==> src/rtl/shift_seq_ctrl.sv <==
// -----------------------------------------------------------------------------
// shift_seq_ctrl
//   Command-driven 8-bit shift/rotate sequencer. A start in IDLE captures
//   pattern/dir/mode/steps. The next edge (LOAD) puts the pattern into q. The
//   block then performs one shift step every PRESCALE clocks until `steps`
//   steps are done. It pulses done for one cycle and then returns to IDLE.
//
// Parameters
//   PRESCALE  clk cycles per shift step (1..255)
//
// Ports
//   clk        rising-edge clock
//   rst        asynchronous, active-high reset
//   start      command request, sampled only while busy=0
//   pattern    value loaded into q at the start of a command
//   dir        0 = toward MSB (left), 1 = toward LSB (right)
//   mode       0 = rotate, 1 = logical shift with zero fill
//   steps      number of shift steps, 0..15
//   q          shift register contents
//   busy       high in LOAD, RUN and DONE
//   done       one-cycle completion pulse (DONE state)
//   step_cnt   steps completed in the current or last command
//   state_dbg  current FSM state, for observation only
//
// Handshake: start is a request with no acknowledge. It is taken on any rising
// edge where busy=0 and start=1, and it is ignored on every edge where busy=1.
// -----------------------------------------------------------------------------
module shift_seq_ctrl #(
  parameter int PRESCALE = 4
) (
  input  logic       clk,
  input  logic       rst,
  input  logic       start,
  input  logic [7:0] pattern,
  input  logic       dir,
  input  logic       mode,
  input  logic [3:0] steps,
  output logic [7:0] q,
  output logic       busy,
  output logic       done,
  output logic [3:0] step_cnt,
  output logic [1:0] state_dbg
);

  localparam logic [1:0] ST_IDLE = 2'd0;
  localparam logic [1:0] ST_LOAD = 2'd1;
  localparam logic [1:0] ST_RUN  = 2'd2;
  localparam logic [1:0] ST_DONE = 2'd3;

  // Terminal prescaler count. With PRESCALE=1 this is 0, so every RUN cycle steps.
  localparam logic [7:0] PRESC_TC = 8'(PRESCALE - 1);

  logic [1:0] state;
  logic [7:0] presc;
  logic [7:0] pattern_r;
  logic       dir_r;
  logic       mode_r;
  logic [3:0] steps_r;
  logic [3:0] cnt_inc;

  // One shift/rotate step. In shift mode the vacated bit is filled with zero.
  function automatic logic [7:0] step_fn(input logic [7:0] v, input logic d,
                                         input logic m);
    logic [7:0] r;
    if (!d) r = {v[6:0], (m ? 1'b0 : v[7])};
    else    r = {(m ? 1'b0 : v[0]), v[7:1]};
    return r;
  endfunction

  assign cnt_inc = step_cnt + 4'd1;

  always_ff @(posedge clk or posedge rst) begin
    if (rst) begin
      state     <= ST_IDLE;
      q         <= 8'h55;
      step_cnt  <= 4'd0;
      presc     <= 8'd0;
      pattern_r <= 8'd0;
      dir_r     <= 1'b0;
      mode_r    <= 1'b0;
      steps_r   <= 4'd0;
    end else begin
      case (state)
        ST_IDLE: begin
          if (start) begin
            pattern_r <= pattern;
            dir_r     <= dir;
            mode_r    <= mode;
            steps_r   <= steps;
            state     <= ST_LOAD;
          end
        end
        ST_LOAD: begin
          q        <= pattern_r;
          step_cnt <= 4'd0;
          presc    <= 8'd0;
          state    <= (steps_r == 4'd0) ? ST_DONE : ST_RUN;
        end
        ST_RUN: begin
          if (presc == PRESC_TC) begin
            presc    <= 8'd0;
            q        <= step_fn(q, dir_r, mode_r);
            step_cnt <= cnt_inc;
            if (cnt_inc == steps_r) state <= ST_DONE;
          end else begin
            presc <= presc + 8'd1;
          end
        end
        default: begin
          // DONE: always a single cycle; q and step_cnt hold until the next LOAD.
          state <= ST_IDLE;
        end
      endcase
    end
  end

  // These are decoded from the state register, so reset clears them at once.
  assign busy      = (state != ST_IDLE);
  assign done      = (state == ST_DONE);
  assign state_dbg = state;

endmodule

==> config.mk <==
export PLATFORM = sky130hd
export DESIGN_NAME = shift_seq_ctrl
export DESIGN_NICKNAME = d
export VERILOG_FILES = /design/src/rtl/shift_seq_ctrl.sv
export SDC_FILE = /design/constraint.sdc
export NUM_CORES = 1
export LEC_CHECK = 0
export BUFFER_PORTS_ARGS = -buffer_cell sky130_fd_sc_hd__buf_2
export CORE_ASPECT_RATIO = 1.25
export CORE_MARGIN = 4
export CORE_UTILIZATION = 40
export DETAILED_ROUTE_END_ITERATION = 8
export PLACE_DENSITY = 0.58
export REMOVE_ABC_BUFFERS = 1
export SYNTH_ARGS = -nofsm -noshare
export SYNTH_HDL_FRONTEND = slang
export SYNTH_SLANG_ARGS = --single-unit
==> constraint.sdc <==
create_clock -name clk -period 2.75 [get_ports clk]
set_clock_uncertainty 0.15 [all_clocks]
set_input_delay 0.4125 -clock clk [delete_from_list [all_inputs] [get_ports clk]]
set_output_delay 0.4125 -clock clk [all_outputs]
set_load 0.1 [all_outputs]
Yosys cells after proc, flatten, opt, wreduce, memory -nomap -nowiden --
Index checks and enable logic that the tools add are counted. Widths: inputs -> output; s select.
Storage, ports and cells: flip-flop bits (word level) 36, input port bits 17, output and inout bits 16, logic and storage cells 39
Cells by class: add/subtract/negate cells 2, equality and inequality tests 8, muxes and demuxes 14, reduce and logical (&&, ||, !) cells 7
Operator list (count):
- $pmux 8 s2 | 2
- $mux 8 | 3
- $add 8x1->8 const B | 1
- $eq 8x2->1 const B | 1
- $pmux 4 s2 | 1
- $mux 2 | 3
- $ne 2x2->1 const B | 3
- $pmux 2 s3 | 1
- $add 4x1->4 const B | 1
- $eq 2x2->1 const B | 2
- $eq 4x4->1 | 1
- $logic_not 4->1 | 1
- $mux 4 | 1
- $reduce_and 2->1 | 2
- $reduce_bool 2->1 | 2
- $mux 1 | 3
- $reduce_and 3->1 | 1
- $eq 2x1->1 const B | 1
- $logic_not 2->1 | 1

Depth between registers and ports, before layout --
depth in word-level cells 5, gate-level depth with buffers 8, depth with buffers taken out 6

Least setup slack after synthesis --
Ideal clock, no wire load.
path type flip-flop to output port, from register state[1] (netlist: state_dbg[1]), to output busy, arrival 2.007 ns, data required time 2.188 ns, path slack 0.180 ns, stages on the path, launching flop included 4, path buffers 0, path through dfrtp_1 inv_1 ha_1 inv_1
Between the ends: longest elaborated chain between the ends 1
Ends and longest elaborated chain:
- start, declared | line 53 | logic [1:0] state;
- start signal, assigned | line 97 | state <= (steps_r == 4'd0) ? ST_DONE : ST_RUN;
- $reduce_bool 2->1 | line 118 | assign busy = (state != ST_IDLE);
- end, declared | line 39 | output logic busy,
Every way passes these cells.

Worst setup path in the final report --
from register state[0] (netlist: state_dbg[0]), to register q[4]
Between the ends: longest elaborated chain between the ends 3, elaborated cells between the ends (all ways) 6, classes of those cells 3 x eq/ne; 1 x mux; 2 x reduce/logical
Ends and longest elaborated chain:
- $eq 2x2->1 or $eq 2x1->1 (tied branches) | line 83 | case (state)
- $ne 2x2->1 (no source line) or $reduce_bool 2->1 (tied branches)
- $reduce_and 2->1 (no source line)
- end signal, assigned | line 94 | q <= pattern_r;
- end signal, assigned | line 102 | q <= step_fn(q, dir_r, mode_r);
- end, declared | line 38 | output logic [7:0] q,
Several ways; a longest one is shown, not always the timed one. A chain may end at the register's enable or synchronous reset.

==> summary.md <==
| Metric | Value |
|---|---|
| Initial Util | 0.421 |
| Worst Tran Pin Value | 0.645 ns |
| Worst path required time | 2.80 ns |
| Routed Antenna Nets | 0 |
| # clock sinks | 36 |
| Yosys reg bits | 36 |
| Core Area | 4460 um2 |
| Initial DRC count | 44 |
| DP HPWL | 2790 um |
| Worst hold path type | in -> async |
| Dominant synthesized flop cell | dfrtp_1 |
| Global route total overflow | 0 |
| Max Fanout on Critical Path | 17 |
| Ant diodes | 0 |
| Total clock buffers created by CTS | 5 |
| Drt drc | 0 |
| Mapped Area | 1880 um2 |
| Placer Congestion | 0.782 |
| Tot Pwr | 0.935 mW |
| Setup Viol. Count Final | 0 |
| Cell area after layout | 2190 um2 |
| Sequential fraction of the synthesis area | 0.482 |
| Gr usage total | 0.138 |
| Vias | 1381 |
| CTS Buffer Depth | 2 |
| First-pass iteration count of the detailed router | 4 |
| Headroom to the max-slew limit | 0.569 |
| Final Cycle Share | 0.792 |
| Synth unique cells | 38 |
| Tmin final | 2.18 ns |
| H-Tree Level Count | 2 |
| Global-route wire length before repair | 6590 um |
| Die Ht | 84.6 um |
| Maximum vdd drop | 0.000257 V |
| Share of layout cells above drive strength 1 | 0.296 |
| # Post-CTS Setup Buffers | 0 |
| Syn Inst Count | 180 |
| Max-cap check violation count | 0 |
| Slowest-stage cell, CP | clkinv_1 |
| Final net count | 239 |
| CTS tree | done |
| WL per Instance | 13.9 um |
| Post-synth EDFFs | 0 |
| CP arrival | 2.23 ns |
| Vias in the first global route | 1395 |
| Mapped Avg Cell Area | 10.4 um2 |
| Via density | 5.04 |
| Place WS | 0.574 ns |
| Clock Latency Late Sink | 0.28 ns |
| Syn. warnings | 0 |
| Final worst-path setup slack | 0.572 ns |
| Filler cells | 429 |
| Synthesis-to-finish area growth | 16.9% |
| CP startpoint kind | register |
| Async set-reset flop share out of synthesis | 1.00 |
| Routed WL | 3810 um |
| WS Path Type | reg -> reg |
| Critical path, cell by cell | inv_1 > ha_1 > clkinv_1 > nor2_1 > a21oi_1 > o21ai_0 |
| Largest net degree at the start of global routing | 37 |
| IO buf count | 32 |
| FP Rows | 27 |
| Die X | 69.3 um |
| RSZ-0062 raised after global routing | false |
| Max stage delay on crit path | 0.49 ns |
| CTS root buf | clkbuf_8 |
| Cts repair resizes | 0 |
| Power Density | 426 nW/um2 |
| LEAKAGE | 1.02 nW |
| Final slew viol count | 0 |
| Final Hold Fails | 0 |
| Antenna violations before repair | 0 |
| Clock slew at reported path FFs | 0.08 ns |
| F_max | 459 MHz |
| CTS Hold Buffers Added | 0 |
| DP Area | 2100 um2 |
| Crit. End Element | register |
| Die area | 5860 um2 |
| I/O Pins | 33 |
| Outcome | finished, final reports clean |
## cell usage in the layout, fill, tap and decap left out, types with 4 or more instances in the layout
| master | Yosys | routed |
|---|---|---|
| mux2i_1 | 7 | 7 |
| dfrtp_1 | 32 | 32 |
| nor2_1 | 16 | 16 |
| nand3_1 | 6 | 6 |
| o21ai_0 | 14 | 14 |
| buf_2 | 1 | 32 |
| xnor2_1 | 7 | 7 |
| nand2_1 | 15 | 15 |
| clkbuf_8 | 0 | 6 |
| mux2_2 | 14 | 14 |
| ha_1 | 7 | 7 |
| a21oi_1 | 10 | 10 |
| dfstp_2 | 4 | 4 |
| inv_1 | 8 | 8 |
## cells in the mapped netlist, types with 2 or more instances
cell	instances	area share
xnor2_1	7	0.033
o31ai_1	2	0.0080
dfrtp_1	32	0.43
clkbuf_1	4	0.0080
nor2_1	16	0.032
mux2_2	14	0.084
nand3_1	6	0.016
xor2_1	3	0.014
a221oi_1	2	0.0093
nand2_1	15	0.030
ha_1	7	0.047
nor2b_1	2	0.0067
inv_1	8	0.016
mux2i_1	7	0.037
o2bb2ai_1	2	0.0093
a21o_1	2	0.0080
nand2b_1	3	0.010
nor3_1	3	0.0080
a21oi_1	10	0.027
dfstp_2	4	0.056
o21ai_0	14	0.037
## where the power goes
group	switching [mW]	leakage, nW	internal, mW
Sequential	0	0.469	0.529
Clock	0.184	0.0510	0.200
Combinational	0.0127	0.503	0.00902
## kinds of logic (layout without fill, tap and decap cells)
family | count (synthesis) | after routing | synth area share
and+or+nand+nor | 54 | 54 | 0.152
muxes | 21 | 21 | 0.121
xor gates and xnor gates | 10 | 10 | 0.0466
buffers and inverters | 15 | 51 | 0.0306
adders and majority gates | 7 | 7 | 0.0466
DFF | 36 | 36 | 0.482
AOI/OAI and AO/OA | 37 | 37 | 0.121
## final timing paths
| check | from | to | slack [ns] | cells past startpoint |
|---|---|---|---|---|
| min in group clk | pattern[3] | pattern_r[3] | 0.21 | 2 |
| worst max register to register | state_dbg[0] | q[4] | 0.57 | 6 |
| worst min register to register | q[2] | q[2] | 0.35 | 2 |
| worst max-delay path | state_dbg[0] | q[4] | 0.57 | 6 |
| max in group asynchronous | rst | q[6] | 2.03 | 3 |
| worst min-delay path | rst | presc[4] | 0.07 | 3 |
## registers in the layout, summed over array words and instances (netlist names)
name / cells
dir_r: 1
step_cnt: 4
presc: 8
steps_r: 4
pattern_r: 8
mode_r: 1
q: 8
state_dbg: 2
## final cells by class
type,instances,area [um2],share of cell area
clock buffer,6,82.6,0.0376
multi-input combinational,129,915,0.417
clock inverter,2,10.0,0.00456
inverter,9,33.8,0.0154
sequential,36,906,0.413
tap,58,72.6,0.0331
timing repair buffer,34,175,0.0798
## metrics by stage
stage                     std cells  utilization  setup TNS, ns  hold WS, ns
after floorplan                 174            -         -0.279        0.328
after global placement          266        0.471              0        0.335
after detailed placement        266        0.471              0        0.345
after CTS                       274        0.492              0       0.0813
after global routing            274        0.492              0        0.109
final                           274        0.492              0       0.0669
## worst max-delay path: cells and delay by family (launching register included)
family | cells | cell delay (ns)
compound gates | 2 | 0.25
simple gates | 1 | 0.21
buf+inv | 2 | 0.59
flops | 1 | 0.44
fa+ha+maj | 1 | 0.44
## per-layer routing
metal  GRT usage  vias up  wire, um
li1            -      698         -
met1       0.160      657      1650
met2       0.242       21      1950
met3      0.0347        5       155
met4      0.0515        0        46
met5           0        -         0
(Power assumes the default switching activity.)
